--- src/rtl/bemf_sequencer.sv ---
`default_nettype none
// ============================================================================
// Module      : bemf_sequencer
// Description : Round-robin back-EMF sampling controller. On each sample tick
//               it settles, takes a high-side and a low-side ADC reading per
//               enabled motor, issues one integrator transaction per motor
//               and writes the integrator result back into the per-motor
//               accumulators that it owns.
// Revision    : 1.0 - initial release
// ============================================================================
module bemf_sequencer #(
  parameter int SETTLE_CYCLES = 16
) (
  input  logic        clk,
  input  logic        rst,
  input  logic        sample_tick,
  input  logic [3:0]  mot_en,
  input  logic [3:0]  bemf_clr,
  input  logic [21:0] calib0,
  input  logic [21:0] calib1,
  input  logic [21:0] calib2,
  input  logic [21:0] calib3,
  output logic        adc_req,
  output logic [2:0]  adc_chan,
  input  logic        adc_done,
  input  logic [9:0]  adc_data,
  output logic [9:0]  bemf_adc_h,
  output logic [9:0]  bemf_adc_l,
  output logic [1:0]  mot_sel_in,
  output logic        in_valid,
  output logic [21:0] bemf_in,
  output logic [21:0] bemf_calib_in,
  input  logic [21:0] bemf_out,
  input  logic [1:0]  mot_sel_out,
  input  logic        out_valid,
  output logic [21:0] bemf0,
  output logic [21:0] bemf1,
  output logic [21:0] bemf2,
  output logic [21:0] bemf3,
  output logic        round_done,
  output logic        overrun
);

  localparam int CNT_W = (SETTLE_CYCLES > 1) ? $clog2(SETTLE_CYCLES) : 1;
  localparam logic [CNT_W-1:0] SETTLE_LOAD = CNT_W'(SETTLE_CYCLES - 1);

  typedef enum logic [2:0] {
    IDLE     = 3'd0,
    SETTLE   = 3'd1,
    REQ_H    = 3'd2,
    REQ_L    = 3'd3,
    ISSUE    = 3'd4,
    WAIT_RES = 3'd5,
    NEXT     = 3'd6
  } state_t;

  state_t            state_q, state_d;
  logic [1:0]        m_q, m_d;
  logic [CNT_W-1:0]  cnt_q, cnt_d;
  logic              adc_req_q, adc_req_d;
  logic [2:0]        adc_chan_q, adc_chan_d;
  logic [9:0]        adc_h_q, adc_h_d;
  logic [9:0]        adc_l_q, adc_l_d;
  logic              in_valid_q, in_valid_d;
  logic [1:0]        mot_sel_in_q, mot_sel_in_d;
  logic [21:0]       bemf_in_q, bemf_in_d;
  logic [21:0]       calib_in_q, calib_in_d;
  logic [21:0]       bemf_q [4];
  logic [21:0]       bemf_d [4];
  logic              clear_pend_q, clear_pend_d;
  logic              round_done_q, round_done_d;
  logic              overrun_q, overrun_d;

  logic [21:0]       calib_sel [4];
  logic [1:0]        first_en;
  logic              any_en;
  logic [1:0]        nxt_en;
  logic              has_nxt;
  logic              discard_wb;

  assign calib_sel[0] = calib0;
  assign calib_sel[1] = calib1;
  assign calib_sel[2] = calib2;
  assign calib_sel[3] = calib3;

  // Find the lowest enabled motor and the nearest enabled motor above m.
  always_comb begin
    first_en = 2'd0;
    any_en   = 1'b0;
    nxt_en   = 2'd0;
    has_nxt  = 1'b0;
    for (int i = 3; i >= 0; i--) begin
      if (mot_en[i]) begin
        first_en = 2'(i);
        any_en   = 1'b1;
        if (2'(i) > m_q) begin
          nxt_en  = 2'(i);
          has_nxt = 1'b1;
        end
      end
    end
  end

  // Sequencer next-state logic: settle, two conversions, issue, wait, advance.
  always_comb begin
    state_d      = state_q;
    m_d          = m_q;
    cnt_d        = cnt_q;
    round_done_d = 1'b0;
    case (state_q)
      IDLE: begin
        if (sample_tick) begin
          state_d = SETTLE;
          cnt_d   = SETTLE_LOAD;
          m_d     = 2'd0;
        end
      end
      SETTLE: begin
        if (cnt_q == '0) begin
          // Disabled motors are skipped before any conversion is requested.
          if (any_en) begin
            m_d     = first_en;
            state_d = REQ_H;
          end else begin
            state_d = NEXT;
          end
        end else begin
          cnt_d = cnt_q - CNT_W'(1);
        end
      end
      REQ_H: if (adc_done) state_d = REQ_L;
      REQ_L: if (adc_done) state_d = ISSUE;
      ISSUE: state_d = WAIT_RES;
      WAIT_RES: if (out_valid) state_d = NEXT;
      NEXT: begin
        if (has_nxt) begin
          m_d     = nxt_en;
          state_d = REQ_H;
        end else begin
          round_done_d = 1'b1;
          state_d      = IDLE;
        end
      end
      default: state_d = IDLE;
    endcase
  end

  // Datapath: ADC handshake, sample capture, integrator launch, write-back.
  always_comb begin
    // A clear landing between ISSUE and the result must not be overwritten
    // by the sum that was launched from the pre-clear value.
    discard_wb = out_valid && clear_pend_q && (mot_sel_out == m_q);

    for (int k = 0; k < 4; k++) begin
      bemf_d[k] = bemf_q[k];
      if (out_valid && (mot_sel_out == 2'(k)) && !discard_wb) bemf_d[k] = bemf_out;
      if (bemf_clr[k]) bemf_d[k] = '0;
    end

    clear_pend_d = clear_pend_q;
    if (out_valid) begin
      clear_pend_d = 1'b0;
    end else if (((state_q == ISSUE) || (state_q == WAIT_RES)) && bemf_clr[m_q]) begin
      clear_pend_d = 1'b1;
    end

    adc_req_d  = (state_d == REQ_H) || (state_d == REQ_L);
    adc_chan_d = adc_chan_q;
    if (adc_req_d) adc_chan_d = {m_d, (state_d == REQ_L)};

    adc_h_d = adc_h_q;
    adc_l_d = adc_l_q;
    if ((state_q == REQ_H) && adc_done) adc_h_d = adc_data;
    if ((state_q == REQ_L) && adc_done) adc_l_d = adc_data;

    // Integrator inputs only move on the clock that enters ISSUE.
    in_valid_d   = (state_d == ISSUE);
    mot_sel_in_d = mot_sel_in_q;
    bemf_in_d    = bemf_in_q;
    calib_in_d   = calib_in_q;
    if (in_valid_d) begin
      mot_sel_in_d = m_d;
      bemf_in_d    = bemf_d[m_d];
      calib_in_d   = calib_sel[m_d];
    end

    overrun_d = sample_tick && (state_q != IDLE);
  end

  // State and output registers with asynchronous reset.
  always_ff @(posedge clk or posedge rst) begin
    if (rst) begin
      state_q      <= IDLE;
      m_q          <= 2'd0;
      cnt_q        <= '0;
      adc_req_q    <= 1'b0;
      adc_chan_q   <= 3'd0;
      adc_h_q      <= 10'd0;
      adc_l_q      <= 10'd0;
      in_valid_q   <= 1'b0;
      mot_sel_in_q <= 2'd0;
      bemf_in_q    <= 22'd0;
      calib_in_q   <= 22'd0;
      for (int k = 0; k < 4; k++) bemf_q[k] <= 22'd0;
      clear_pend_q <= 1'b0;
      round_done_q <= 1'b0;
      overrun_q    <= 1'b0;
    end else begin
      state_q      <= state_d;
      m_q          <= m_d;
      cnt_q        <= cnt_d;
      adc_req_q    <= adc_req_d;
      adc_chan_q   <= adc_chan_d;
      adc_h_q      <= adc_h_d;
      adc_l_q      <= adc_l_d;
      in_valid_q   <= in_valid_d;
      mot_sel_in_q <= mot_sel_in_d;
      bemf_in_q    <= bemf_in_d;
      calib_in_q   <= calib_in_d;
      for (int k = 0; k < 4; k++) bemf_q[k] <= bemf_d[k];
      clear_pend_q <= clear_pend_d;
      round_done_q <= round_done_d;
      overrun_q    <= overrun_d;
    end
  end

  assign adc_req       = adc_req_q;
  assign adc_chan      = adc_chan_q;
  assign bemf_adc_h    = adc_h_q;
  assign bemf_adc_l    = adc_l_q;
  assign in_valid      = in_valid_q;
  assign mot_sel_in    = mot_sel_in_q;
  assign bemf_in       = bemf_in_q;
  assign bemf_calib_in = calib_in_q;
  assign bemf0         = bemf_q[0];
  assign bemf1         = bemf_q[1];
  assign bemf2         = bemf_q[2];
  assign bemf3         = bemf_q[3];
  assign round_done    = round_done_q;
  assign overrun       = overrun_q;

endmodule
`default_nettype wire

--- config.mk ---
export PLATFORM = sky130hd
export DESIGN_NAME = bemf_sequencer
export DESIGN_NICKNAME = d
export VERILOG_FILES = /design/src/rtl/bemf_sequencer.sv
export SDC_FILE = /design/constraint.sdc
export NUM_CORES = 1
export LEC_CHECK = 0
export BUFFER_PORTS_ARGS = -buffer_cell sky130_fd_sc_hd__buf_2
export CAP_MARGIN = 20
export CORE_AREA = 8 8 171 125
export CTS_BUF_LIST = sky130_fd_sc_hd__clkbuf_16
export CTS_CLUSTER_SIZE = 25
export DETAILED_ROUTE_END_ITERATION = 8
export DIE_AREA = 0 0 179 133
export PLACE_DENSITY = 0.72
export SLEW_MARGIN = 20
export SYNTH_ARGS = -nofsm -noshare
export SYNTH_HDL_FRONTEND = slang
export SYNTH_SLANG_ARGS = --single-unit
--- constraint.sdc ---
create_clock -name clk -period 5.7 [get_ports clk]
set_input_delay 0.285 -clock clk [delete_from_list [all_inputs] [get_ports clk]]
set_output_delay 0.285 -clock clk [all_outputs]
set_load 0.005 [all_outputs]
==> results.sh, run 1 <==
export IMPL_cts_root_buf="clkbuf_16"
export IMPL_min_from="adc_data[8]"
export IMPL_powerDensity_nw_per_um2=387
export IMPL_rrSetupSlack_ns=2.01
export IMPL_cts_sinks=171
export IMPL_wire_per_inst_um=20.6
export IMPL_dp_cells=1332
export IMPL_setup_tns_final_ns=0
export IMPL_rr_worst_depth=8
export IMPL_startpoint_type="flop"
export IMPL_synth_nets=982
export IMPL_viasPerCell=5.56
export IMPL_ys_flop_type="dfrtp_1"
export IMPL_h_tree_depth=4
export IMPL_critPathMaxStageDelay_ns=0.80
export IMPL_slew_viol_final=0
export IMPL_grt_usage_pct=23.0
export IMPL_first_global_vias=7494
export IMPL_fmax_ghz=0.271
export IMPL_synth_area_um2=8210
export IMPL_critPathKind="flop to flop"
export IMPL_die_y_um=133
export IMPL_p_leak_uw=0.00519
export IMPL_final_hold_viol_count=0
export IMPL_worstSkewPairLatency_ns=0.43
export IMPL_place_gp_congestion=0.883
export IMPL_routed_wl_um=28200
export IMPL_synth_seq_area_share_pct=52.1
export IMPL_fin_skew_ns=0.00987
export IMPL_grt_pass1_wl_um=42700
export IMPL_drtIter0Drc=755
export IMPL_synth_top_area_share_pct=52.1
export IMPL_cts_inserted_buffers=17
export IMPL_slew_headroom_pct=30.0
export IMPL_instances_no_fill=1367
export IMPL_tightest_slew_ns=1.05
export IMPL_final_setup_viol_count=0
export IMPL_min_period_ns=3.69
export IMPL_syn_inst=846
export IMPL_n_fill_cell=1710
export IMPL_synth_cell_types=58
export IMPL_cp_cell_sequence="and3b_1, o2111ai_1, nor3b_2, buf_4, nor2_4, inv_2, nand2_1, o221ai_1"
export IMPL_start_util_pct=44.3
export IMPL_antenna_found_initial=3
export IMPL_hpwlAfterDp_um=20000
export IMPL_layout_drive_gt1_share_pct=32.6
export IMPL_ir_worst_vdd_mv=0.258
export IMPL_io_buffers=295
export IMPL_maxCapViolations=0
export IMPL_avgSynthCellArea_um2=9.71
export IMPL_status="finished clean"
export IMPL_vias=7600
export IMPL_synth_top_cell_by_area="dfrtp_1"
export IMPL_cp_slowest_cell="nand2_1"
export IMPL_clk_path_buf_depth=2
export IMPL_arrival_ns=3.93
export IMPL_worstHoldEndpoint="bemf_adc_l[8]$_DFFE_PP0P_"
export IMPL_grt_max_degree=80
export IMPL_yosysWarnings=0
export IMPL_crit_path_end_kind="flop"
export IMPL_synthToLayoutAreaGrowth_pct=27.0
export IMPL_holdPathStages=3
export IMPL_postRouteAntennaNets=0
export IMPL_final_seq_area_um2=4280
export IMPL_multiInputGateArea_um2=3670
export IMPL_drc=0
export IMPL_coreArea_um2=18600
export IMPL_async_flop_share_pct=100
export IMPL_gr_total_overflow=0
export IMPL_die_area_um2=23800
export IMPL_io_pins=296
export IMPL_first_pass_iters=5
export IMPL_clk_pin_slew_ns=0.07
export IMPL_worstReg2RegEnd="bemf_in[0]$_DFFE_PP0N_"
export IMPL_cp_data_required_time_ns=5.94
export IMPL_timing_rr_start="state_q[0]$_DFF_PP0_"
export IMPL_synth_seq_cells=171
export IMPL_rsz0062_at_grt="no"
export IMPL_critPathMaxFanout=24
export IMPL_fin_crit_sh_pct=64.7
export IMPL_yosys_top_cells_area="dfrtp_1 (52%), mux2i_1 (11%), nand2_1 (10%)"
export IMPL_cts_tree="built"
export IMPL_synth_edf_count=0
export IMPL_totalPowerFinal_uw=4030
export IMPL_die_w_um=179
export IMPL_holdCritPathClass="input port to flop"
export IMPL_nets=1246
export IMPL_post_cts_buffers=0
export IMPL_rows=42
## per-layer routing
| metal | global-route usage, % | wire length (µm) | up-vias |
|---|---|---|---|
| met3 | 7.82 | 3000 | 27 |
| met4 | 4.54 | 280 | 4 |
| met2 | 34.5 | 12600 | 378 |
| li1 | - | - | 3490 |
| met1 | 31.8 | 12300 | 3701 |
| met5 | 0 | 24 | - |
## worst max path at each step
stage                                    start                 endpoint  slack (ns)  cells past startpoint
after floorplan                            rst  adc_chan[0]$_DFFE_PP0P_        0.78                      1
final                     state_q[0]$_DFF_PP0_   bemf_in[0]$_DFFE_PP0N_        2.01                      8
after detailed placement  state_q[0]$_DFF_PP0_   bemf_in[0]$_DFFE_PP0N_        2.08                      8
after CTS                 state_q[0]$_DFF_PP0_   bemf_in[0]$_DFFE_PP0N_        2.06                      8
after global routing      state_q[0]$_DFF_PP0_   bemf_in[0]$_DFFE_PP0N_        1.69                      8
after global placement    state_q[0]$_DFF_PP0_   bemf_in[0]$_DFFE_PP0N_        2.20                      7
## repair_timing
action                    in CTS  in global routing
hold buffers                   1                  0
gates resized for setup        0                  0
hold endpoints to repair      57                  0
## power breakdown
group / total [µW] / leakage [µW] / switching, µW / internal, µW
logic: 1260 / 0.00263 / 715 / 543
registers: 1670 / 0.00228 / 200 / 1470
clock network: 1110 / 0.000276 / 504 / 602
total: 4030 / 0.00519 / 1420 / 2620
## cell type report
class                      instances  share of cell area, %
timing repair buffer             307                   15.0
antenna                            2                 0.0480
inverter                          13                  0.516
tap                              242                   2.90
sequential                       171                   41.0
multi-input combinational        600                   35.2
clock inverter                    15                   1.19
clock buffer                      17                   4.08
## placed cells by master (no fill, tap or decap), drive strengths merged, types with 2 or more instances in the layout
cell and count:
buf 306, nand2 219, dfrtp 171, mux2i 88, a21oi 74, nor2 37, o21ai 30, nand3 25
a211o 23, o211ai 22, o221ai 21, inv 20, clkbuf 17, mux2 12, clkinv 6, nor2b 3
a211oi 3, a22oi 3, nor3b 3, or3b 3, diode 2, nand3b 2, o31a 2, a31o 2
nor3 2, a2bb2oi 2, o2111ai 2, a31oi 2
## sequential cells by signal (all words and copies together) (netlist names), 2 cells and up
register       cells
bemf_adc_l        10
bemf_adc_h        10
bemf3             22
mot_sel_in         2
state_q            3
bemf2             22
cnt_q              4
adc_chan           3
bemf1             22
m_q                2
bemf_calib_in     22
bemf0             22
bemf_in           22
## cell families after synthesis
family | count (synthesis) | share of synthesized area (%)
muxes | 101 | 12.6
and+or+nand+nor | 302 | 15.3
AOI/OAI and AO/OA | 195 | 15.7
adders and majority gates | 1 | 0.152
buffers and inverters | 75 | 4.04
xor gates and xnor gates | 1 | 0.107
DFF | 171 | 52.1
## stage by stage
step                hold slack, ns  instance area, µm²  worst slack (ns)  utilization (%)
detailed placement           0.384                9860              2.08             53.1
global placement             0.386                9860              2.20             53.1
floorplan                    0.359                8210             0.783                -
CTS                         0.0473               10400              2.06             56.1
global route                0.0455               10400              1.69             56.2
finish                      0.0700               10400              2.01             56.2
## synth_stat cells, types with 3 or more instances
library cell  count
buf_6             4
o221ai_1         21
inv_1            12
o211ai_1         21
nor2_1           35
mux2_2           12
buf_2            10
nor2b_1           3
nand3_1          25
nand2_1         219
a211o_1          23
mux2i_1          88
a211oi_1          3
clkbuf_1         43
a21oi_1          74
o21ai_0          29
buf_1             3
dfrtp_1         171
a22oi_1           3
## critical path: cells and delay by family, from the launching register on
kind	cells	cell delay (ns)
buf+inv	2	0.36
compound gates	2	0.41
simple gates	4	1.98
flops	1	0.73
No activity file was read; power rests on OpenSTA's default activity.
==> run 2, diff against run 1 <==
Settings changed: ABC_AREA from default to 1, CORE_AREA 8 8 171 125 to 8 8 184 133, DIE_AREA 0 0 179 133 to 0 0 192 141, PLACE_DENSITY 0.72 to 0.71.
Clock period 5.7 ns to 3.4 ns, I/O delays scaled along.
==> run 2 against run 1 <==
  * Via count increased by 30%
  * Cell area increased by 15%
  * Largest power group is now combinational cells
  * Largest cell class unchanged
  * Core utilization decreased by 0.70 points
==> results.sh, run 2 <==
export IMPL_fin_skew_ns=0.00799
export IMPL_critPathKind="flop to flop"
export IMPL_path_delay_family="simple AND/OR/NAND/NOR gates"
export IMPL_crit_path_frequent_cell="nand2_1"
export IMPL_rsz0062_at_grt="no"
export IMPL_post_place_ws_ns=1.01
export IMPL_p_leak_uw=0.00801
export IMPL_nets=1821
export IMPL_startpoint_type="flop"
export IMPL_gr_total_overflow=0
export IMPL_io_buffers=295
export IMPL_first_global_vias=9597
export IMPL_switching_share_pct=41.4
export IMPL_antenna_found_initial=4
export IMPL_drtIter0Drc=815
export IMPL_holdPathStages=3
export IMPL_slew_viol_final=0
export IMPL_hpwlAfterDp_um=23100
export IMPL_die_y_um=141
export IMPL_cp_slowest_cell="nand2_2"
export IMPL_h_tree_depth=4
export IMPL_ys_flop_type="dfrtp_1"
export IMPL_avgSynthCellArea_um2=6.74
export IMPL_layout_commonest_cell="nand2_1"
export IMPL_yosys_top_cells_count="nand2_1 (492), inv_1 (325), nand3_1 (268), dfrtp_1 (171), buf_2 (37)"
export IMPL_wire_per_inst_um=17.3
export IMPL_post_cts_buffers=0
export IMPL_holdCritPathClass="input port to flop"
export IMPL_yosys_top_cells_area="dfrtp_1 (45%), nand2_1 (19%), nand3_1 (14%)"
export IMPL_place_gp_congestion=0.943
export IMPL_coreArea_um2=21500
export IMPL_worstHoldEndpoint="bemf_adc_l[1]$_DFFE_PP0P_"
export IMPL_synth_seq_area_share_pct=44.7
export IMPL_p_switching_uw=3360
export IMPL_die_area_um2=27100
export IMPL_status="finished clean"
export IMPL_postCtsHoldBufs=8
export IMPL_worst_slack_ns=0.955
export IMPL_final_setup_viol_count=0
export IMPL_layout_drive_gt1_share_pct=21.3
export IMPL_cts_tree="built"
export IMPL_ir_worst_vdd_mv=0.457
export IMPL_final_hold_viol_count=0
export IMPL_cp_data_required_time_ns=3.72
export IMPL_cts_inserted_buffers=17
export IMPL_p_clk_share_pct=24.7
export IMPL_synth_area_um2=9570
export IMPL_maxCapViolations=0
export IMPL_p_comb_share_pct=40.4
export IMPL_worstReg2RegEnd="bemf_in[12]$_DFFE_PP0N_"
export IMPL_layout_common_cells="nand2_1 (490), inv_1 (323), buf_2 (295)"
export IMPL_cts_repair_resized=0
export IMPL_power_internal_uw=4750
export IMPL_min_period_ns=2.44
export IMPL_crit_path_end_kind="flop"
export IMPL_drc=0
export IMPL_synth_most_common_cell="nand2_1"
export IMPL_rrSetupSlack_ns=0.96
export IMPL_final_seq_area_um2=4280
export IMPL_powerDensity_nw_per_um2=679
export IMPL_vias=9859
export IMPL_rr_worst_depth=13
export IMPL_arrival_ns=2.76
export IMPL_cts_sinks=171
export IMPL_clk_path_buf_depth=2
export IMPL_yosysWarnings=0
export IMPL_critPathMaxFanout=44
export IMPL_n_fill_cell=2122
export IMPL_synth_edf_count=0
export IMPL_die_w_um=192
export IMPL_fmax_ghz=0.409
export IMPL_synth_seq_cells=171
export IMPL_tightest_slew_ns=1.11
export IMPL_synth_nets=1556
export IMPL_p_seq_share_pct=34.9
export IMPL_timing_rr_start="m_q[0]$_DFF_PP0_"
export IMPL_synth_top_area_share_pct=44.7
export IMPL_setup_tns_final_ns=0
export IMPL_synthToLayoutAreaGrowth_pct=24.9
export IMPL_rows=45
export IMPL_slew_headroom_pct=26.1
export IMPL_first_pass_iters=6
export IMPL_postRouteAntennaNets=0
export IMPL_clk_pin_slew_ns=0.08
export IMPL_min_from="adc_data[1]"
export IMPL_critPathMaxStageDelay_ns=0.56
export IMPL_grt_max_degree=109
export IMPL_holdWs_ns=0.0127
export IMPL_synth_cell_types=29
export IMPL_post_route_cell_area_um2=11900
export IMPL_routed_wl_um=34300
export IMPL_synth_top_cell_by_area="dfrtp_1"
export IMPL_totalPowerFinal_uw=8110
export IMPL_place_area_um2=11200
export IMPL_start_util_pct=44.5
export IMPL_critPathBufInv=2
export IMPL_viasPerCell=4.97
export IMPL_multiInputGateArea_um2=3710
export IMPL_syn_inst=1420
export IMPL_grt_pass1_wl_um=53200
export IMPL_async_flop_share_pct=100
export IMPL_cp_cell_sequence="inv_2, nand2_1, nand2_1, nor2_1, nand2_2, buf_12, nand3_1, nand3_1, nand2_1, nand3_1, nand2_1, nand2_1, nand2_1"
export IMPL_io_pins=296
export IMPL_fin_crit_sh_pct=71.9
export IMPL_cts_root_buf="clkbuf_16"
export IMPL_worstSkewPairLatency_ns=0.43
export IMPL_grt_usage_pct=24.8
[run 2: logic make-up after synthesis]
family / share of synthesized area, %
buffers and inverters: 16.6
adders and majority gates: 0.131
and+or+nand+nor: 35.1
DFF: 44.7
AOI/OAI and AO/OA: 3.43
[run 2: layer usage]
metal / up-vias / share of wire (%) / track usage, %
met4: 4 / 1.3 / 6.50
met1: 4511 / 42 / 32.8
li1: 4778 / - / -
met2: 524 / 46 / 39.6
met5: - / 0.058 / 0
met3: 42 / 11 / 6.68
[run 2: worst max-delay path by stage]
stage | from | end | slack, ns | cells past startpoint
after floorplan | rst | adc_chan[0]$_DFFE_PP0P_ | 1.05 | 1
after global placement | m_q[0]$_DFF_PP0_ | bemf_in[13]$_DFFE_PP0N_ | 1.05 | 13
after detailed placement | m_q[0]$_DFF_PP0_ | bemf_in[12]$_DFFE_PP0N_ | 1.01 | 13
after CTS | m_q[0]$_DFF_PP0_ | bemf_in[12]$_DFFE_PP0N_ | 1.02 | 13
after global routing | m_q[0]$_DFF_PP0_ | bemf_in[13]$_DFFE_PP0N_ | 0.68 | 13
final | m_q[0]$_DFF_PP0_ | bemf_in[12]$_DFFE_PP0N_ | 0.96 | 13
[run 2: layout make-up]
| type | count | share of cell area [%] |
|---|---|---|
| diodes | 2 | 0.0419 |
| flip-flops and latches | 171 | 35.8 |
| inverters | 331 | 10.4 |
| clock buffers | 17 | 3.56 |
| clock inverters | 15 | 1.50 |
| well taps | 282 | 2.95 |
| repair buffers | 318 | 14.6 |
| multi-input cells | 846 | 31.0 |
[run 2: metrics by stage]
stage                     utilization, %  instances
final                               55.5       1982
after global routing                55.5       1981
after CTS                           55.4       1979
after detailed placement            52.2       1939
after global placement              52.2       1939
after floorplan                        -       1420
[run 2: worst min-delay path: cells and delay by family]
family	cells	cell delay (ns)
buffers and inverters	2	0.15
AOI/OAI and AO/OA	1	0.08
[run 2: power groups by stage]
stage	clock (µW)	sequential [µW]	combinational (µW)
floorplan	0	2830	2080
global placement	0	2850	3200
detailed placement	0	2840	3250
CTS	2040	2830	3260
global route	2130	2880	3690
finish	2010	2830	3270
